[src/rtl/lmg_move_collector_pkg.sv]
// Shared definitions for the legal-move collector: column codes, move-word layout and FSM states.
package lmg_move_collector_pkg;

  localparam logic [2:0] COLA = 3'o0;
  localparam logic [2:0] COLB = 3'o1;
  localparam logic [2:0] COLC = 3'o2;
  localparam logic [2:0] COLD = 3'o3;
  localparam logic [2:0] COLE = 3'o4;
  localparam logic [2:0] COLF = 3'o5;
  localparam logic [2:0] COLG = 3'o6;
  localparam logic [2:0] COLH = 3'o7;

  localparam int MOVE_W     = 12;
  localparam int FROM_X_LSB = 9;
  localparam int FROM_Y_LSB = 6;
  localparam int TO_X_LSB   = 3;
  localparam int TO_Y_LSB   = 0;

  typedef enum logic [1:0] {
    S_IDLE    = 2'd0,
    S_COLLECT = 2'd1,
    S_DRAIN   = 2'd2,
    S_DONE    = 2'd3
  } state_t;

  function automatic logic [MOVE_W-1:0] pack_move(input logic [2:0] fx, input logic [2:0] fy,
                                                  input logic [2:0] tx, input logic [2:0] ty);
    return {fx, fy, tx, ty};
  endfunction

endpackage

[src/rtl/lmg_move_collector_rr_arbiter.sv]
// Round-robin arbiter: grants the first request at or after the pointer; pointer moves past the winner.
module lmg_move_collector_rr_arbiter #(
  parameter int N = 8,
  localparam int IW = (N > 1) ? $clog2(N) : 1
) (
  input  logic          clk,
  input  logic          reset,
  input  logic          clr,
  input  logic [N-1:0]  req,
  input  logic          en,
  output logic [N-1:0]  gnt,
  output logic [IW-1:0] gnt_idx
);

  logic [IW-1:0] ptr;
  logic [IW-1:0] cand;
  logic          found;

  // Priority scan starting at the pointer, wrapping through all N requesters.
  always_comb begin
    gnt     = '0;
    gnt_idx = ptr;
    found   = 1'b0;
    cand    = '0;
    for (int k = 0; k < N; k++) begin
      cand = IW'((int'(ptr) + k) % N);
      if (!found && req[cand]) begin
        found   = 1'b1;
        gnt_idx = cand;
      end else begin
        found = found;
      end
    end
    if (en && found) begin
      gnt[gnt_idx] = 1'b1;
    end else begin
      gnt = '0;
    end
  end

  always_ff @(posedge clk) begin
    if (reset || clr) begin
      ptr <= '0;
    end else if (|gnt) begin
      ptr <= (gnt_idx == IW'(N - 1)) ? '0 : gnt_idx + IW'(1);
    end
  end

endmodule

[src/rtl/lmg_move_collector.sv]
// Collects moves from the column units by round-robin, buffers them in a FIFO and
// presents one valid/ready stream with per-board move count and completion flag.
module lmg_move_collector
  import lmg_move_collector_pkg::*;
#(
  parameter int NCOL  = 8,
  parameter int DEPTH = 256,
  parameter int CW    = 9
) (
  input  logic                   clk,
  input  logic                   reset,
  input  logic                   newboard,
  input  logic [NCOL-1:0]        col_valid,
  input  logic [MOVE_W*NCOL-1:0] col_move,
  input  logic [NCOL-1:0]        col_done,
  output logic [NCOL-1:0]        col_ready,
  output logic                   out_valid,
  output logic [MOVE_W-1:0]      out_move,
  input  logic                   out_ready,
  output logic [CW-1:0]          move_count,
  output logic                   all_done
);

  localparam int AW = $clog2(DEPTH);
  localparam int IW = (NCOL > 1) ? $clog2(NCOL) : 1;

  state_t            state;
  logic [NCOL-1:0]   sticky;
  logic [AW:0]       count;
  logic [AW-1:0]     rd_ptr;
  logic [AW-1:0]     wr_ptr;
  logic [MOVE_W-1:0] mem [DEPTH];
  logic [MOVE_W-1:0] last_move;
  logic [MOVE_W-1:0] push_move;
  logic [IW-1:0]     gnt_idx;
  logic              grant_en;
  logic              push;
  logic              pop;

  // Grants never look at out_ready: only the registered occupancy gates them.
  assign grant_en  = !reset && !newboard && (state == S_COLLECT) && (count < (AW+1)'(DEPTH));
  assign push      = |col_ready;
  assign out_valid = (count != '0);
  assign pop       = out_valid && out_ready;
  assign out_move  = out_valid ? mem[rd_ptr] : last_move;

  lmg_move_collector_rr_arbiter #(.N(NCOL)) u_arb (
    .clk     (clk),
    .reset   (reset),
    .clr     (newboard),
    .req     (col_valid),
    .en      (grant_en),
    .gnt     (col_ready),
    .gnt_idx (gnt_idx)
  );

  always_comb begin
    push_move = '0;
    for (int i = 0; i < NCOL; i++) begin
      if (gnt_idx == IW'(i)) begin
        push_move = col_move[MOVE_W*i +: MOVE_W];
      end else begin
        push_move = push_move;
      end
    end
  end

  always_ff @(posedge clk) begin
    if (push) begin
      mem[wr_ptr] <= push_move;
    end
  end

  // last_move keeps the most recently presented head so out_move holds while empty.
  always_ff @(posedge clk) begin
    if (reset) begin
      rd_ptr    <= '0;
      wr_ptr    <= '0;
      count     <= '0;
      last_move <= '0;
    end else if (newboard) begin
      rd_ptr <= '0;
      wr_ptr <= '0;
      count  <= '0;
      if (out_valid) begin
        last_move <= mem[rd_ptr];
      end
    end else begin
      if (push) begin
        wr_ptr <= wr_ptr + AW'(1);
      end
      if (pop) begin
        rd_ptr    <= rd_ptr + AW'(1);
        last_move <= mem[rd_ptr];
      end
      if (push && !pop) begin
        count <= count + (AW+1)'(1);
      end else if (!push && pop) begin
        count <= count - (AW+1)'(1);
      end
    end
  end

  always_ff @(posedge clk) begin
    if (reset) begin
      state      <= S_IDLE;
      sticky     <= '0;
      move_count <= '0;
      all_done   <= 1'b0;
    end else if (newboard) begin
      state      <= S_COLLECT;
      sticky     <= '0;
      move_count <= '0;
      all_done   <= 1'b0;
    end else begin
      if (push && (move_count != {CW{1'b1}})) begin
        move_count <= move_count + CW'(1);
      end
      case (state)
        S_IDLE: all_done <= 1'b0;
        S_COLLECT: begin
          sticky <= sticky | col_done;
          if ((&sticky) && (col_valid == '0)) begin
            state <= S_DRAIN;
          end
        end
        S_DRAIN: begin
          if (count == '0) begin
            state    <= S_DONE;
            all_done <= 1'b1;
          end
        end
        S_DONE: all_done <= 1'b1;
        default: begin
          state    <= S_IDLE;
          all_done <= 1'b0;
        end
      endcase
    end
  end

endmodule
[config.mk]
export PLATFORM = sky130hd
export DESIGN_NAME = lmg_move_collector
export DESIGN_NICKNAME = d
export VERILOG_FILES = /design/src/rtl/lmg_move_collector_pkg.sv /design/src/rtl/lmg_move_collector_rr_arbiter.sv /design/src/rtl/lmg_move_collector.sv
export SDC_FILE = /design/constraint.sdc
export NUM_CORES = 2
export LEC_CHECK = 0
export BUFFER_PORTS_ARGS = -buffer_cell sky130_fd_sc_hd__buf_2
export CORE_ASPECT_RATIO = 0.9
export CORE_MARGIN = 2
export CORE_UTILIZATION = 50
export CTS_BUF_LIST = sky130_fd_sc_hd__clkbuf_8
export CTS_CLUSTER_SIZE = 28
export DETAILED_ROUTE_END_ITERATION = 8
export PLACE_DENSITY = 0.66
export REMOVE_ABC_BUFFERS = 1
export SLEW_MARGIN = 5
export SYNTH_ARGS = -nofsm -noshare
export SYNTH_HDL_FRONTEND = slang
export SYNTH_SLANG_ARGS = --single-unit
[constraint.sdc]
create_clock -name clk -period 10.6 [get_ports clk]
set_input_delay 1.06 -clock clk [delete_from_list [all_inputs] [get_ports clk]]
set_output_delay 1.06 -clock clk [all_outputs]
set_load 0.02 [all_outputs]
==> summary.md <==
| Metric | Value |
|---|---|
| Status | finished, violations left |
| Failing checks | design-rule violations |
| Slew Limit Fails | 0 |
| Clock Path Buffers | 4 |
| M1 WL | 131 mm |
| RSZ-0062 raised after global routing | no |
| Via count | 63,006 |
| Num Clock Sinks | 3,140 |
| Req. time, crit path | 11.24 ns |
| Worst-path fanout max | 97 |
| CTS Buf Count | 474 |
| Depth of the most critical reg-to-reg path | 18 |
| Port-buffer cells | 146 |
| Via density | 6.34 |
| Area Growth Syn to Fin | 11.5% |
| Global-route wire length before repair | 468 mm |
| WL met3 | 33.7 mm |
| Number of global-route vias before repair | 62,685 |
| Part of the cycle the worst path needs | 0.777 |
| Unique masters post-synth | 82 |
| Initial antenna violation count | 8 |
| Final antenna-violating net count | 0 |
| Hold path depth | 3 |
| Most used cell, CP | ha_1 |
| Worst-margin pin slew | 1.32 ns |
| Metal2 WL | 153 mm |
| FF+latch count, synth | 3,140 |
| Fin worst setup slack | 2.36 ns |
| Dpl hpwl | 194 mm |
| Slew margin rel. | 0.115 |
| Site row count | 173 |
| Seq/Total Area, Yosys | 0.757 |
| CP cell instances | clkinv_1, ha_1, mux2_2, or3b_2, o221ai_1, o2111a_2, a22o_1, nand2_1, and3b_1, inv_2, ha_1, nor2b_1, a22oi_1, nor2_1, a21oi_1, nor3_1, a311o_2, buf_4 |
| Post-route minimum period | 8.24 ns |
| Asr flop ratio synth | 0 |
| Setup crit end | mem[141][7] |
| Ys Warns | 0 |
| Drt wl/cell | 33.2 µm |
| Number of synthesized flops with an enable pin | 3,072 |
| Critical path origin | u_arb.ptr[0] |
| Power per Cell Area | 243 mW/mm² |
| Die area | 0.251 mm² |
| Latest clock arrival within the worst-skew pair | 1.06 ns |
| Largest net degree at the start of global routing | 209 |
| CTS Hold Bufs | 0 |
| Final setup viols | 0 |
| Gate Count Post-Synth | 5,785 |
| Max incr delay on CP | 0.87 ns |
| Top Metal Used | met5 |
| Mapped cell area | 0.124 mm² |
| Hold Fails Final Rpt | 0 |
| H-tree lvl count | 5 |
| DRC | 2 |
| Slowest-stage cell, CP | nor2b_1 |
| CORE AREA | 0.246 mm² |
| Critical R2R Capture | mem[141][7] |
| Max Freq | 121 MHz |
| Reg-to-reg critical path startpoint | u_arb.ptr[0] |
| # nets final | 6,467 |
| CP Capture Type | flop |
| Initial drt markers | 8,326 |
| Starting Density | 0.502 |
| Kind of critical path | flop to flop |
| Postcts setup bufs | 0 |
| Routed wire length | 330 mm |
| MaxCap Viol Count | 0 |
| Clock skew | 0.0595 ns |
| PostCTS Resize Cnt | 0 |
| Clk slew on worst S/H paths | 0.06 ns |
| CTS tree | built |
| Clock root cell | clkbuf_8 |
| Crit path launch type | flop |
| Share of cells above drive strength 1 | 0.297 |
| Main synth FF type | edfxtp_1 |
| R2R Setup Slk | 2.36 ns |
| Hold slack | 0.266 ns |
| Final GP Congestion | 0.885 |
| I/O pins | 147 |
| DRT Pass-1 Iters | 7 |
| Hold Path Class | primary input to flop |
| Syn avg cell area | 21.4 µm² |
| Remaining Overflow, GRT | 0 |
| Peak supply drop | 0.000353 V |
| Leak | 42.7 nW |
| Die W | 528 µm |
| DIE HEIGHT | 476 µm |
| Pre-CTS setup slack | 2.59 ns |
| Total GRT Usage | 0.262 |
| Worst path arrival time | 8.88 ns |
## state kept, by name (all words and copies together) (netlist names), named ones only
register    cells
mem          3072
move_count      9
wr_ptr          8
u_arb.ptr       3
count           9
last_move      12
state           2
sticky          8
rd_ptr          8
all_done        1
## cells by family after synthesis
family          after synthesis  synth area share
simple gates                718            0.0256
fa+ha+maj                    23           0.00239
mux                        1081             0.173
xor+xnor                     29           0.00212
buf+inv                     361            0.0154
compound gates              433            0.0241
flops                      3140             0.757
## per-stage QoR
stage                     TNS, ns  instances  instance area (µm²)  total power [mW]  utilization
after floorplan           -523.14       5444               122000              22.7            -
after global placement          0       9089               129000              24.4        0.525
after detailed placement        0       9089               129000              24.7        0.525
after CTS                       0       9935               138000              33.7        0.560
after global routing            0       9936               138000              34.7        0.560
final                           0       9939               138000              33.5        0.560
## per-layer routing
layer | vias to the layer above | global-route usage
li1 | 25387 | -
met1 | 33474 | 0.375
met3 | 595 | 0.0585
met5 | - | 0
met2 | 3538 | 0.401
met4 | 12 | 0.0930
## synth_stat cells, types with 40 or more instances
| cell type | instances | share of area |
|---|---|---|
| nor3_1 | 40 | 0.0016 |
| o21ai_0 | 52 | 0.0021 |
| edfxtp_1 | 3072 | 0.75 |
| dfxtp_1 | 68 | 0.011 |
| nor2_1 | 393 | 0.012 |
| a211oi_1 | 45 | 0.0027 |
| a21oi_1 | 98 | 0.0040 |
| buf_4 | 78 | 0.0047 |
| a22oi_1 | 68 | 0.0041 |
| buf_2 | 129 | 0.0052 |
| clkbuf_1 | 100 | 0.0030 |
| mux2i_1 | 225 | 0.018 |
| nand2_1 | 122 | 0.0037 |
| nand3_1 | 50 | 0.0020 |
| mux4_2 | 842 | 0.15 |
## where the power goes
| part | internal [mW] | switching [mW] | total (mW) |
|---|---|---|---|
| Sequential | 16.8 | 0.0579 | 16.9 |
| Combinational | 2.13 | 5.36 | 7.49 |
| Clock | 4.51 | 4.65 | 9.16 |
## worst max-delay path, delay by kind of cell (launching register included)
family	cells	cell delay [ns]
buffers and inverters	3	1.48
flip-flops	1	0.84
AO/OA/AOI/OAI	6	1.58
multiplexers	1	0.42
adder cells (fa/ha/maj)	2	1.42
AND/OR/NAND/NOR	6	1.97
## cells in the final DEF, fill, tap and decap left out, types with 10 or more instances in the layout
master and instances:
a211oi_1 45, mux4_2 842, nor2_1 277, clkinv_1 136, o31a_1 12, ha_1 21, nand3_1 42, a31oi_1 13
nor3_1 40, buf_2 146, o22ai_1 33, a22oi_1 68, nor2_2 115, nand4_1 14, mux2_2 12, edfxtp_1 3072
o21ai_0 52, o211ai_1 15, xor2_1 11, nor2b_1 27, mux2i_1 225, a22o_1 10, clkinv_2 41, buf_4 231
o221ai_1 14, dfxtp_1 62, nand2_1 122, bufinv_16 14, clkbuf_8 475, xnor2_1 17, a21oi_1 98, a311o_2 12
buf_12 31, inv_1 174, and2_1 15
## how the worst min path moves through the flow
| stage | startpoint | end | slack, ns |
|---|---|---|---|
| 3_3_place_gp | last_move[7] | last_move[7] | 0.45 |
| 5_1_grt | col_done[7] | sticky[7] | 0.26 |
| 6_report | col_done[5] | sticky[5] | 0.27 |
| 3_5_place_dp | sticky[3] | sticky[3] | 0.46 |
| 4_1_cts | col_done[5] | sticky[5] | 0.18 |
| 2_1_floorplan | sticky[7] | sticky[7] | 0.43 |
## layout make-up
type,instances,area [µm²]
fillers,18321,108000
flip-flops and latches,3140,93600
multi-input cells,2284,28500
clock buffers,475,6540
well taps,3237,4050
repair buffers,408,3090
clock inverters,371,1970
inverters,20,85.1
diodes,4,10.0
Note: power is estimated with default switching activity, not from simulation.
